`config.mk`:
```
export PLATFORM = sky130hd
export DESIGN_NAME = hex_display_scroller_flat
export DESIGN_NICKNAME = d
export VERILOG_FILES = /design/src/rtl/hex_display_scroller_if.sv /design/src/rtl/hex_display_scroller.sv /design/src/flat_wrapper.sv
export SDC_FILE = /design/constraint.sdc
export NUM_CORES = 1
export LEC_CHECK = 0
export ABC_AREA = 1
export BUFFER_PORTS_ARGS = -buffer_cell sky130_fd_sc_hd__buf_4
export CAP_MARGIN = 5
export CORE_ASPECT_RATIO = 1.25
export CORE_UTILIZATION = 55
export CTS_CLUSTER_DIAMETER = 80
export DETAILED_ROUTE_END_ITERATION = 16
export PLACE_DENSITY_LB_ADDON = 0.2
export REMOVE_ABC_BUFFERS = 1
export SETUP_SLACK_MARGIN = 0.2
export SLEW_MARGIN = 30
export SYNTH_ARGS = -nofsm -noshare
export SYNTH_HDL_FRONTEND = slang
export SYNTH_SLANG_ARGS = --single-unit
export TNS_END_PERCENT = 100
```
`constraint.sdc`:
```
create_clock -name clk -period 3.4 [get_ports clk]
set_input_delay 0.51 -clock clk [delete_from_list [all_inputs] [get_ports clk]]
set_output_delay 0.51 -clock clk [all_outputs]
set_load 0.005 [all_outputs]
```
`src/rtl/hex_display_scroller_if.sv`:
```
// Request/display bundle for hex_display_scroller: nibble loading, mode controls
// and the registered segment/count outputs.
interface hex_display_scroller_if #(
    parameter int NUM_DIGITS = 6
);
    localparam int CW = $clog2(NUM_DIGITS + 1);

    logic [3:0]              data;
    logic                    load;
    logic                    clear;
    logic [1:0]              mode;
    logic                    blank_lz;
    logic [7*NUM_DIGITS-1:0] hex;
    logic [CW-1:0]           count;

    modport master (
        output data, load, clear, mode, blank_lz,
        input  hex, count
    );

    modport slave (
        input  data, load, clear, mode, blank_lz,
        output hex, count
    );
endinterface

```
`src/rtl/hex_display_scroller.sv`:
```
// Multi-digit seven-segment driver: nibble shift register with blanking,
// leading-zero suppression, timed rotation and blinking; registered segment output.
module hex_display_scroller #(
    parameter int NUM_DIGITS = 6,
    parameter int TICK_DIV   = 50000000,
    parameter bit ACTIVE_LOW = 1'b1
) (
    input logic                    clk,
    input logic                    rst,
    hex_display_scroller_if.slave  bus
);
    localparam int CW = $clog2(NUM_DIGITS + 1);
    localparam int TW = (TICK_DIV > 1) ? $clog2(TICK_DIV) : 1;
    localparam int RW = $clog2(NUM_DIGITS);
    localparam int SW = RW + 1;

    logic [3:0]              dig [NUM_DIGITS];
    logic [NUM_DIGITS-1:0]   vld;
    logic [CW-1:0]           cnt;
    logic [RW-1:0]           rot;
    logic                    ph;
    logic [TW-1:0]           tcnt;
    logic                    load_prev;
    logic [1:0]              mode_prev;
    logic [7*NUM_DIGITS-1:0] hex_q;
    logic [7*NUM_DIGITS-1:0] hex_d;

    logic                    load_edge;
    logic                    mode_chg;
    logic                    tick;

    logic [NUM_DIGITS-1:0]   blank_src;
    logic                    zero_hi;
    logic [SW-1:0]           sum;
    logic [RW-1:0]           src;
    logic                    blank;
    logic [6:0]              seg;

    assign load_edge = bus.load & ~load_prev;
    assign mode_chg  = (bus.mode != mode_prev);
    assign tick      = ~mode_chg & (tcnt == TW'(TICK_DIV - 1));

    assign bus.hex   = hex_q;
    assign bus.count = cnt;

    function automatic logic [6:0] glyph(input logic [3:0] d);
        logic [6:0] g;
        g = 7'h7F;
        case (d)
            4'h0: g = 7'h40;
            4'h1: g = 7'h79;
            4'h2: g = 7'h24;
            4'h3: g = 7'h30;
            4'h4: g = 7'h19;
            4'h5: g = 7'h12;
            4'h6: g = 7'h02;
            4'h7: g = 7'h78;
            4'h8: g = 7'h00;
            4'h9: g = 7'h10;
            4'hA: g = 7'h08;
            4'hB: g = 7'h03;
            4'hC: g = 7'h46;
            4'hD: g = 7'h21;
            4'hE: g = 7'h06;
            4'hF: g = 7'h0E;
        endcase
        return g;
    endfunction

    always_ff @(posedge clk or posedge rst) begin
        if (rst) begin
            for (int unsigned i = 0; i < NUM_DIGITS; i++) dig[i] <= '0;
            vld <= '0;
            cnt <= '0;
        end else if (bus.clear) begin
            for (int unsigned i = 0; i < NUM_DIGITS; i++) dig[i] <= '0;
            vld <= '0;
            cnt <= '0;
        end else if (load_edge) begin
            for (int unsigned i = 1; i < NUM_DIGITS; i++) dig[i] <= dig[i-1];
            dig[0] <= bus.data;
            vld    <= {vld[NUM_DIGITS-2:0], 1'b1};
            if (cnt != CW'(NUM_DIGITS)) cnt <= cnt + 1'b1;
        end
    end

    // Load_prev resets high so a Load held through reset is not seen as an edge.
    always_ff @(posedge clk or posedge rst) begin
        if (rst) begin
            tcnt      <= '0;
            rot       <= '0;
            ph        <= 1'b0;
            load_prev <= 1'b1;
            mode_prev <= '0;
        end else begin
            load_prev <= bus.load;
            mode_prev <= bus.mode;

            if (mode_chg || tick) tcnt <= '0;
            else                  tcnt <= tcnt + 1'b1;

            if (bus.clear || !bus.mode[0])  rot <= '0;
            else if (tick)                  rot <= (rot == RW'(NUM_DIGITS - 1)) ? '0 : rot + 1'b1;

            if (!bus.mode[1]) ph <= 1'b0;
            else if (tick)    ph <= ~ph;
        end
    end

    // Blanking is evaluated per source digit, then positions pick their source by rotation.
    always_comb begin
        hex_d     = '0;
        blank_src = '0;
        zero_hi   = 1'b0;
        sum       = '0;
        src       = '0;
        blank     = 1'b0;
        seg       = '0;

        for (int unsigned s = 0; s < NUM_DIGITS; s++) begin
            zero_hi = 1'b1;
            for (int unsigned k = 0; k < NUM_DIGITS; k++) begin
                if (k > s && vld[k] && dig[k] != 4'h0) zero_hi = 1'b0;
            end
            blank_src[s] = bus.blank_lz && (s != 0) && (dig[s] == 4'h0) && zero_hi;
        end

        for (int unsigned p = 0; p < NUM_DIGITS; p++) begin
            sum = SW'(p + NUM_DIGITS) - SW'(rot);
            if (sum >= SW'(NUM_DIGITS)) sum = sum - SW'(NUM_DIGITS);
            src   = sum[RW-1:0];
            blank = !vld[src] || ph || blank_src[src];
            seg   = blank ? 7'h7F : glyph(dig[src]);
            hex_d[7*p +: 7] = ACTIVE_LOW ? seg : ~seg;
        end
    end

    always_ff @(posedge clk or posedge rst) begin
        if (rst) hex_q <= ACTIVE_LOW ? '1 : '0;
        else     hex_q <= hex_d;
    end
endmodule

```
`src/flat_wrapper.sv`:
```
// flat-port wrapper written by rule: the top's interface ports become plain ports
module hex_display_scroller_flat 
#(
    parameter int NUM_DIGITS = 6,
    parameter int TICK_DIV   = 50000000,
    parameter bit ACTIVE_LOW = 1'b1
)
  (clk, rst, bus_data, bus_load, bus_clear, bus_mode, bus_blank_lz, bus_hex, bus_count);
  hex_display_scroller_if #(.NUM_DIGITS(NUM_DIGITS)) bus_i ();
  input logic clk;
  input logic rst;
  input wire logic [$bits(bus_i.data)-1:0] bus_data;
  input wire logic [$bits(bus_i.load)-1:0] bus_load;
  input wire logic [$bits(bus_i.clear)-1:0] bus_clear;
  input wire logic [$bits(bus_i.mode)-1:0] bus_mode;
  input wire logic [$bits(bus_i.blank_lz)-1:0] bus_blank_lz;
  output wire logic [$bits(bus_i.hex)-1:0] bus_hex;
  output wire logic [$bits(bus_i.count)-1:0] bus_count;
  assign bus_i.data = bus_data;
  assign bus_i.load = bus_load;
  assign bus_i.clear = bus_clear;
  assign bus_i.mode = bus_mode;
  assign bus_i.blank_lz = bus_blank_lz;
  assign bus_hex = bus_i.hex;
  assign bus_count = bus_i.count;
  hex_display_scroller #(.NUM_DIGITS(NUM_DIGITS), .TICK_DIV(TICK_DIV), .ACTIVE_LOW(ACTIVE_LOW)) u_core (.clk(clk), .rst(rst), .bus(bus_i));
endmodule
```
; ---- Yosys cells after proc, flatten, opt, wreduce, memory -nomap -nowiden
; Memory sizes are Yosys's and may differ from the RTL's.
; Cells that the tools add are included.
[word_totals]
register_bits = 108
rom_bits = 672
inputBits = 11
out_inout_bits = 45
n_memories = 6
[op_classes]
addsub = 15
n_lt_le_gt_ge = 18
n_eq_ne = 5
n_mux = 77
bitwise_logic = 11
n_reduce_logical = 47
[mem_list]
columns = memory, words, width, rd, rd_ports_with_merged_regs, write_ports, line
row1 = (no name shown), 16, 7, 1, 0, 0, hex_display_scroller.sv:49  ; case (d)
row2 = (no name shown), 16, 7, 1, 0, 0, hex_display_scroller.sv:49
row3 = (no name shown), 16, 7, 1, 0, 0, hex_display_scroller.sv:49
row4 = (no name shown), 16, 7, 1, 0, 0, hex_display_scroller.sv:49
row5 = (no name shown), 16, 7, 1, 0, 0, hex_display_scroller.sv:49
row6 = (no name shown), 16, 7, 1, 0, 0, hex_display_scroller.sv:49
[ops]
columns = cell, count
row1 = 4-bit binary-select mux with 3-bit select, 6
row2 = 24-bit 2-to-1 mux, 2
row3 = 4-bit 2-to-1 mux, 12
row4 = 7-bit 2-to-1 mux, 6
row5 = 1-bit binary-select mux with 3-bit select, 12
row6 = 3-bit 2-to-1 mux, 12
row7 = 26-bit by 1-bit adder with 26-bit output (second input constant), 1
row8 = 26-bit == test (second input constant), 1
row9 = 26-bit 2-to-1 mux, 1
row10 = 4-bit by 3-bit greater-or-equal comparator with 1-bit output (second input constant), 6
row11 = 4-bit greater-or-equal comparator (second input constant), 6
row12 = 3-bit by 4-bit less-than comparator with 1-bit output (second input constant), 6
row13 = 1-bit 2-to-1 mux, 24
row14 = 3-bit inverter with 4-bit output, 6
row15 = 4-bit logical NOT, 5
row16 = 3-bit subtractor (second input constant), 6
row17 = 4-bit nonzero test, 4
row18 = 4-bit by 3-bit subtractor with 4-bit output (first input constant), 4
row19 = 1-bit logical OR, 14
row20 = 1-bit logical AND, 13
row21 = 6-bit 2-to-1 mux, 2
row22 = 3-bit by 3-bit subtractor with 4-bit output (first input constant), 2
row23 = 1-bit logical NOT, 7
row24 = 3-bit by 1-bit adder with 3-bit output (second input constant), 2
row25 = other kinds (8), 13

; ---- Depth between registers and ports, before layout
[depth]
ltp_word = 11
ltp_mapped = 20
depth_no_buf = 18

; ---- Worst setup path after synthesis
; Ideal clock, no wire load.
[synth_timing]
path_kind = reg-to-reg
start = reg u_core.rot[0]
end = reg u_core.hex_q[3] (netlist: u_core.bus.hex[3])
arrival_time_ps = 2560
required_time_ps = 3336
path_slack_ps = 776
path_stages_with_launch = 20
n_path_buf = 3
cell_sequence = dfrtp_1 buf_4 inv_2 buf_6 ha_1 inv_2 or2_0 nand2_1 nand3_2 nand2_2 buf_6 nand3_1 nand2_2 inv_1 ha_1 inv_1 nand3_1 nand2_1 nand2_1 nand3_1
[synth_via]
elab_chain_len = 9
[synth_lines]
columns = element, line
row1 = start: declaration, hex_display_scroller.sv:20  ; logic [RW-1:0] rot;
row2 = start signal: assignment, hex_display_scroller.sv:103  ; else if (tick) rot <= (rot == RW'(NUM_DIGITS - 1)) ? '0 : rot + 1'b1;
row3 = 3-bit by 3-bit subtractor with 4-bit output (*), hex_display_scroller.sv:129  ; sum = SW'(p + NUM_DIGITS) - SW'(rot);
row4 = 4-bit by 3-bit greater-or-equal comparator with 1-bit output / 3-bit subtractor (equally long branches), hex_display_scroller.sv:130  ; if (sum >= SW'(NUM_DIGITS)) sum = sum - SW'(NUM_DIGITS);
row5 = 3-bit 2-to-1 mux (*), hex_display_scroller.sv:130
row6 = 3-bit inverter with 4-bit output (implied by the code) / 1-bit binary-select mux with 3-bit select (equally long branches), "hex_display_scroller.sv:133, hex_display_scroller.sv:132"
row7 = 4-bit binary-select mux with 3-bit select / 1-bit 2-to-1 mux (equally long branches), "hex_display_scroller.sv:133, hex_display_scroller.sv:132"
row8 = 4-bit 2-to-1 mux (implied by the code) / 1-bit logical NOT (equally long branches), "hex_display_scroller.sv:133, hex_display_scroller.sv:132"
row9 = 4-bit 2-to-1 mux (implied by the code) / 1-bit logical OR (equally long branches), "hex_display_scroller.sv:133, hex_display_scroller.sv:132"
row10 = memory read 16 x 7 bit / 1-bit logical OR (equally long branches), -
row11 = 7-bit 2-to-1 mux (*), hex_display_scroller.sv:133  ; seg = blank ? 7'h7F : glyph(dig[src]);
row12 = via u_core.hex_d[3], hex_display_scroller.sv:26  ; logic [7*NUM_DIGITS-1:0] hex_d;
row13 = end signal: assignment, hex_display_scroller.sv:139  ; if (rst) hex_q <= ACTIVE_LOW ? '1 : '0;
row14 = end: declaration, hex_display_scroller.sv:25  ; logic [7*NUM_DIGITS-1:0] hex_q;
; Mark *: on every way through the listed nets, which the timed path passes. The rest lies on a longest branch. The select of a mux whose other input is x is not followed.
; A chain may end at the register's enable or synchronous reset.

; ---- Worst setup path in the final report
[layout_timing]
start = reg u_core.rot[2]
end = reg u_core.hex_q[38] (netlist: u_core.bus.hex[38])
[layout_via]
elab_chain_len = 9
[layout_lines]
columns = element, line
row1 = 4-bit by 3-bit subtractor with 4-bit output (*), hex_display_scroller.sv:129
row2 = 4-bit by 3-bit greater-or-equal comparator with 1-bit output / 3-bit subtractor (equally long branches), hex_display_scroller.sv:130
row3 = 3-bit 2-to-1 mux (*), hex_display_scroller.sv:130
row4 = 3-bit inverter with 4-bit output (implied by the code) / 1-bit binary-select mux with 3-bit select (equally long branches), "hex_display_scroller.sv:133, hex_display_scroller.sv:132"
row5 = 4-bit binary-select mux with 3-bit select / 1-bit 2-to-1 mux (equally long branches), "hex_display_scroller.sv:133, hex_display_scroller.sv:132"
row6 = 4-bit 2-to-1 mux (implied by the code) / 1-bit logical NOT (equally long branches), "hex_display_scroller.sv:133, hex_display_scroller.sv:132"
row7 = 4-bit 2-to-1 mux (implied by the code) / 1-bit logical OR (equally long branches), "hex_display_scroller.sv:133, hex_display_scroller.sv:132"
row8 = memory read 16 x 7 bit / 1-bit logical OR (equally long branches), -
row9 = 7-bit 2-to-1 mux (*), hex_display_scroller.sv:133
row10 = via u_core.hex_d[38], hex_display_scroller.sv:26
; Marked as above.

==> flow_summary.json <==
{
  "status": "complete, no violations",
  "rsz0062_at_grt": "true",
  "antenna_left": 0,
  "fp.dieH_um": 135,
  "end_kind": "register",
  "leakagePower_nw": 4.02,
  "synth_area_um2": 7740,
  "critPathMaxFanout": 10,
  "grt_pass1_wl_mm": 30.2,
  "tightest_slew_ns": 0.830,
  "vdd_drop_max_mv": 0.285,
  "grtUsageTotal": 0.261,
  "stdcell_area_um2": 8570,
  "ys_top_cells_by_area": "dfrtp_1, nand2_1, dfstp_2",
  "start_util": 0.563,
  "yosysTopAreaCell": "dfrtp_1",
  "hold_class": "in -> reg",
  "layout-drive-gt1-share": 0.162,
  "hold_viol_final": 0,
  "synth_top_area_frac": 0.210,
  "cts_hold_buf": 0,
  "syn_area_per_cell_um2": 7.16,
  "antenna_cells": 0,
  "numCtsBuffers": 9,
  "syn_to_final_growth_pct": 10.8,
  "avgRoutedWirePerCell_um": 13.7,
  "report.final.slew_viol_count": 0,
  "dpl.hpwl_mm": 13.4,
  "max-slew-margin-rel": 0.441,
  "io_buffers": 55,
  "clk_latency_ns": 0.37,
  "drc": 0,
  "die-area_um2": 14500,
  "powerDensity_nw_per_um2": 383,
  "synth_warnings": 0,
  "gp_congestion": 0.965,
  "required_ns": 3.68,
  "fin_nets": 1190,
  "max_freq_mhz": 351,
  "cts_max_path_buffers": 2,
  "dpl-instance-area_um2": 8290,
  "worstSetupStartpointType": "register",
  "timing.hold.ws_ns": 0.252,
  "grt_overflow": 0,
  "final_core_util": 0.623,
  "seq_area_frac_synth": 0.356,
  "die_x_um": 108,
  "syn_inst": 1080,
  "first_pass_iters": 5,
  "drt_iter0_markers": 301,
  "grt_antenna_before_repair": 0,
  "skew_ns": 0.0150,
  "cts-htree-levels": 3,
  "io_pins": 56,
  "ys_seq_elements": 108,
  "via_per_inst": 5.39,
  "yosysUniqueCellTypes": 44,
  "rrSetupSlack_ns": 0.55,
  "p_total_mw": 3.28,
  "drv_cap": 0,
  "clockRootBuffer": "clkbuf_16",
  "row_count": 48,
  "setup_violations": 0,
  "fin_crit_sh": 0.838,
  "core_area_um2": 13800,
  "vias": 7050,
  "grt_max_degree": 75,
  "nFillCells": 1316,
  "worstPathArrival_ns": 3.13,
  "cts_tree": "built",
  "grt_pass1_vias": 6612,
  "path_clk_slew_ns": 0.08,
  "layout_min_cycle_time_ns": 2.85,
  "clkSinkCount": 108,
  "path_class": "reg -> reg",
  "wl_mm": 17.9
}
==> cell families after synthesis <==
logic type	after synthesis	share of synthesized area
DFF	108	0.356
xor gates and xnor gates	12	0.0136
adders and majority gates	50	0.0809
buffers and inverters	158	0.0847
and+or+nand+nor	616	0.362
AOI/OAI and AO/OA	136	0.102
==> layout make-up <==
class / count / area [um2] / area share
multi-input combinational: 814 / 4330 / 0.505
tap: 175 / 219 / 0.0255
clock inverter: 5 / 45.0 / 0.00525
clock buffer: 11 / 233 / 0.0271
timing repair buffer: 59 / 468 / 0.0546
sequential: 108 / 2760 / 0.322
inverter: 137 / 523 / 0.0610
==> state kept, by name (all words and copies together) (netlist names) <==
register / count
u_core.dig: 24
u_core.rot: 3
u_core.tcnt: 26
u_core.bus.hex: 42
u_core.ph: 1
u_core.bus.count: 3
u_core.vld: 6
u_core.mode_prev: 2
u_core.load_prev: 1
==> power by group <==
| group | leakage [nW] | switching [mW] | internal, mW |
|---|---|---|---|
| combinational | 2.55 | 0.526 | 0.295 |
| sequential | 1.34 | 0.0343 | 1.40 |
| clock | 0.133 | 0.516 | 0.511 |
| total | 4.02 | 1.08 | 2.21 |
==> per-layer routing <==
metal,up-vias,part of all wire,track usage
met3,44,0.032,0.0454
li1,3607,-,-
met4,0,0.033,0.114
met5,-,0,0
met1,3264,0.43,0.318
met2,135,0.51,0.448
==> worst max-delay path, stage by stage, from the launching register on <==
cell and delay [ns]:
dfrtp_1 0.50, inv_2 0.14, ha_2 0.48, clkinvlp_4 0.23, nor2_1 0.22, inv_1 0.08, o22ai_1 0.15, nor2_1 0.12
inv_1 0.14, ha_1 0.24, o21ai_0 0.23, o21ai_1 0.08, nand3b_1 0.16
==> synth_stat cells, drive strengths merged <==
cell type / instances
nor3: 25
or2: 3
nand2: 329
o21ai: 76
a21boi: 1
dfrtp: 65
a31oi: 3
o21bai: 1
o211ai: 5
and3: 2
buf: 15
ha: 50
a21oi: 20
dfstp: 43
o22ai: 25
xnor2: 5
xor2: 7
nor4: 4
nand4: 14
nor2: 87
nand3: 144
o21a: 3
a211oi: 1
clkbuf: 6
a22oi: 1
clkinv: 7
inv: 130
nand3b: 6
nor3b: 2
==> timing repair <==
| action | 4_1_cts | 5_1_grt |
|---|---|---|
| setup buffers | 0 | 0 |
| gates resized for setup | 0 | 3 |
| setup endpoints to repair | 0 | 8 |
==> path summary, 6_finish.rpt <==
kind                                                       from                               to  depth (start not counted)
worst max-delay path                  u_core.rot[2]$_DFFE_PP0P_     u_core.bus.hex[38]$_DFF_PP1_                         12
max in group asynchronous                                   rst     u_core.bus.hex[20]$_DFF_PP1_                          3
worst min register to register  u_core.bus.count[2]$_DFFE_PP0P_  u_core.bus.count[2]$_DFFE_PP0P_                          1
min in group asynchronous                                   rst        u_core.tcnt[20]$_DFF_PP0_                          2
worst max register to register        u_core.rot[2]$_DFFE_PP0P_     u_core.bus.hex[38]$_DFF_PP1_                         12
worst min-delay path                                   bus_load       u_core.load_prev$_DFF_PP1_                          1
==> placed cells by master, fill, tap and decap left out, drive strengths merged <==
cell type	n
o211ai	5
a211oi	1
nand3	144
a21boi	1
a22oi	1
dfrtp	65
nor2	87
o21a	3
nand4	14
and3	2
nor3	25
nor4	4
o22ai	25
buf	59
dfstp	43
clkbuf	11
o21ai	76
ha	50
a21oi	20
xor2	7
nand2	329
nor3b	2
nand3b	6
clkinvlp	2
xnor2	5
a31oi	3
inv	133
clkinv	7
o21bai	1
or2	3
==> per-stage QoR <==
stage | setup TNS, ns | setup slack, ns | cells
final | 0 | 0.550 | 1309
after global routing | 0 | 0.187 | 1309
after CTS | 0 | 0.437 | 1309
after detailed placement | 0 | 0.420 | 1293
after global placement | 0 | 0.426 | 1293
after floorplan | -1.31 | -0.191 | 1059
Note: power is estimated with default switching activity, not from simulation.
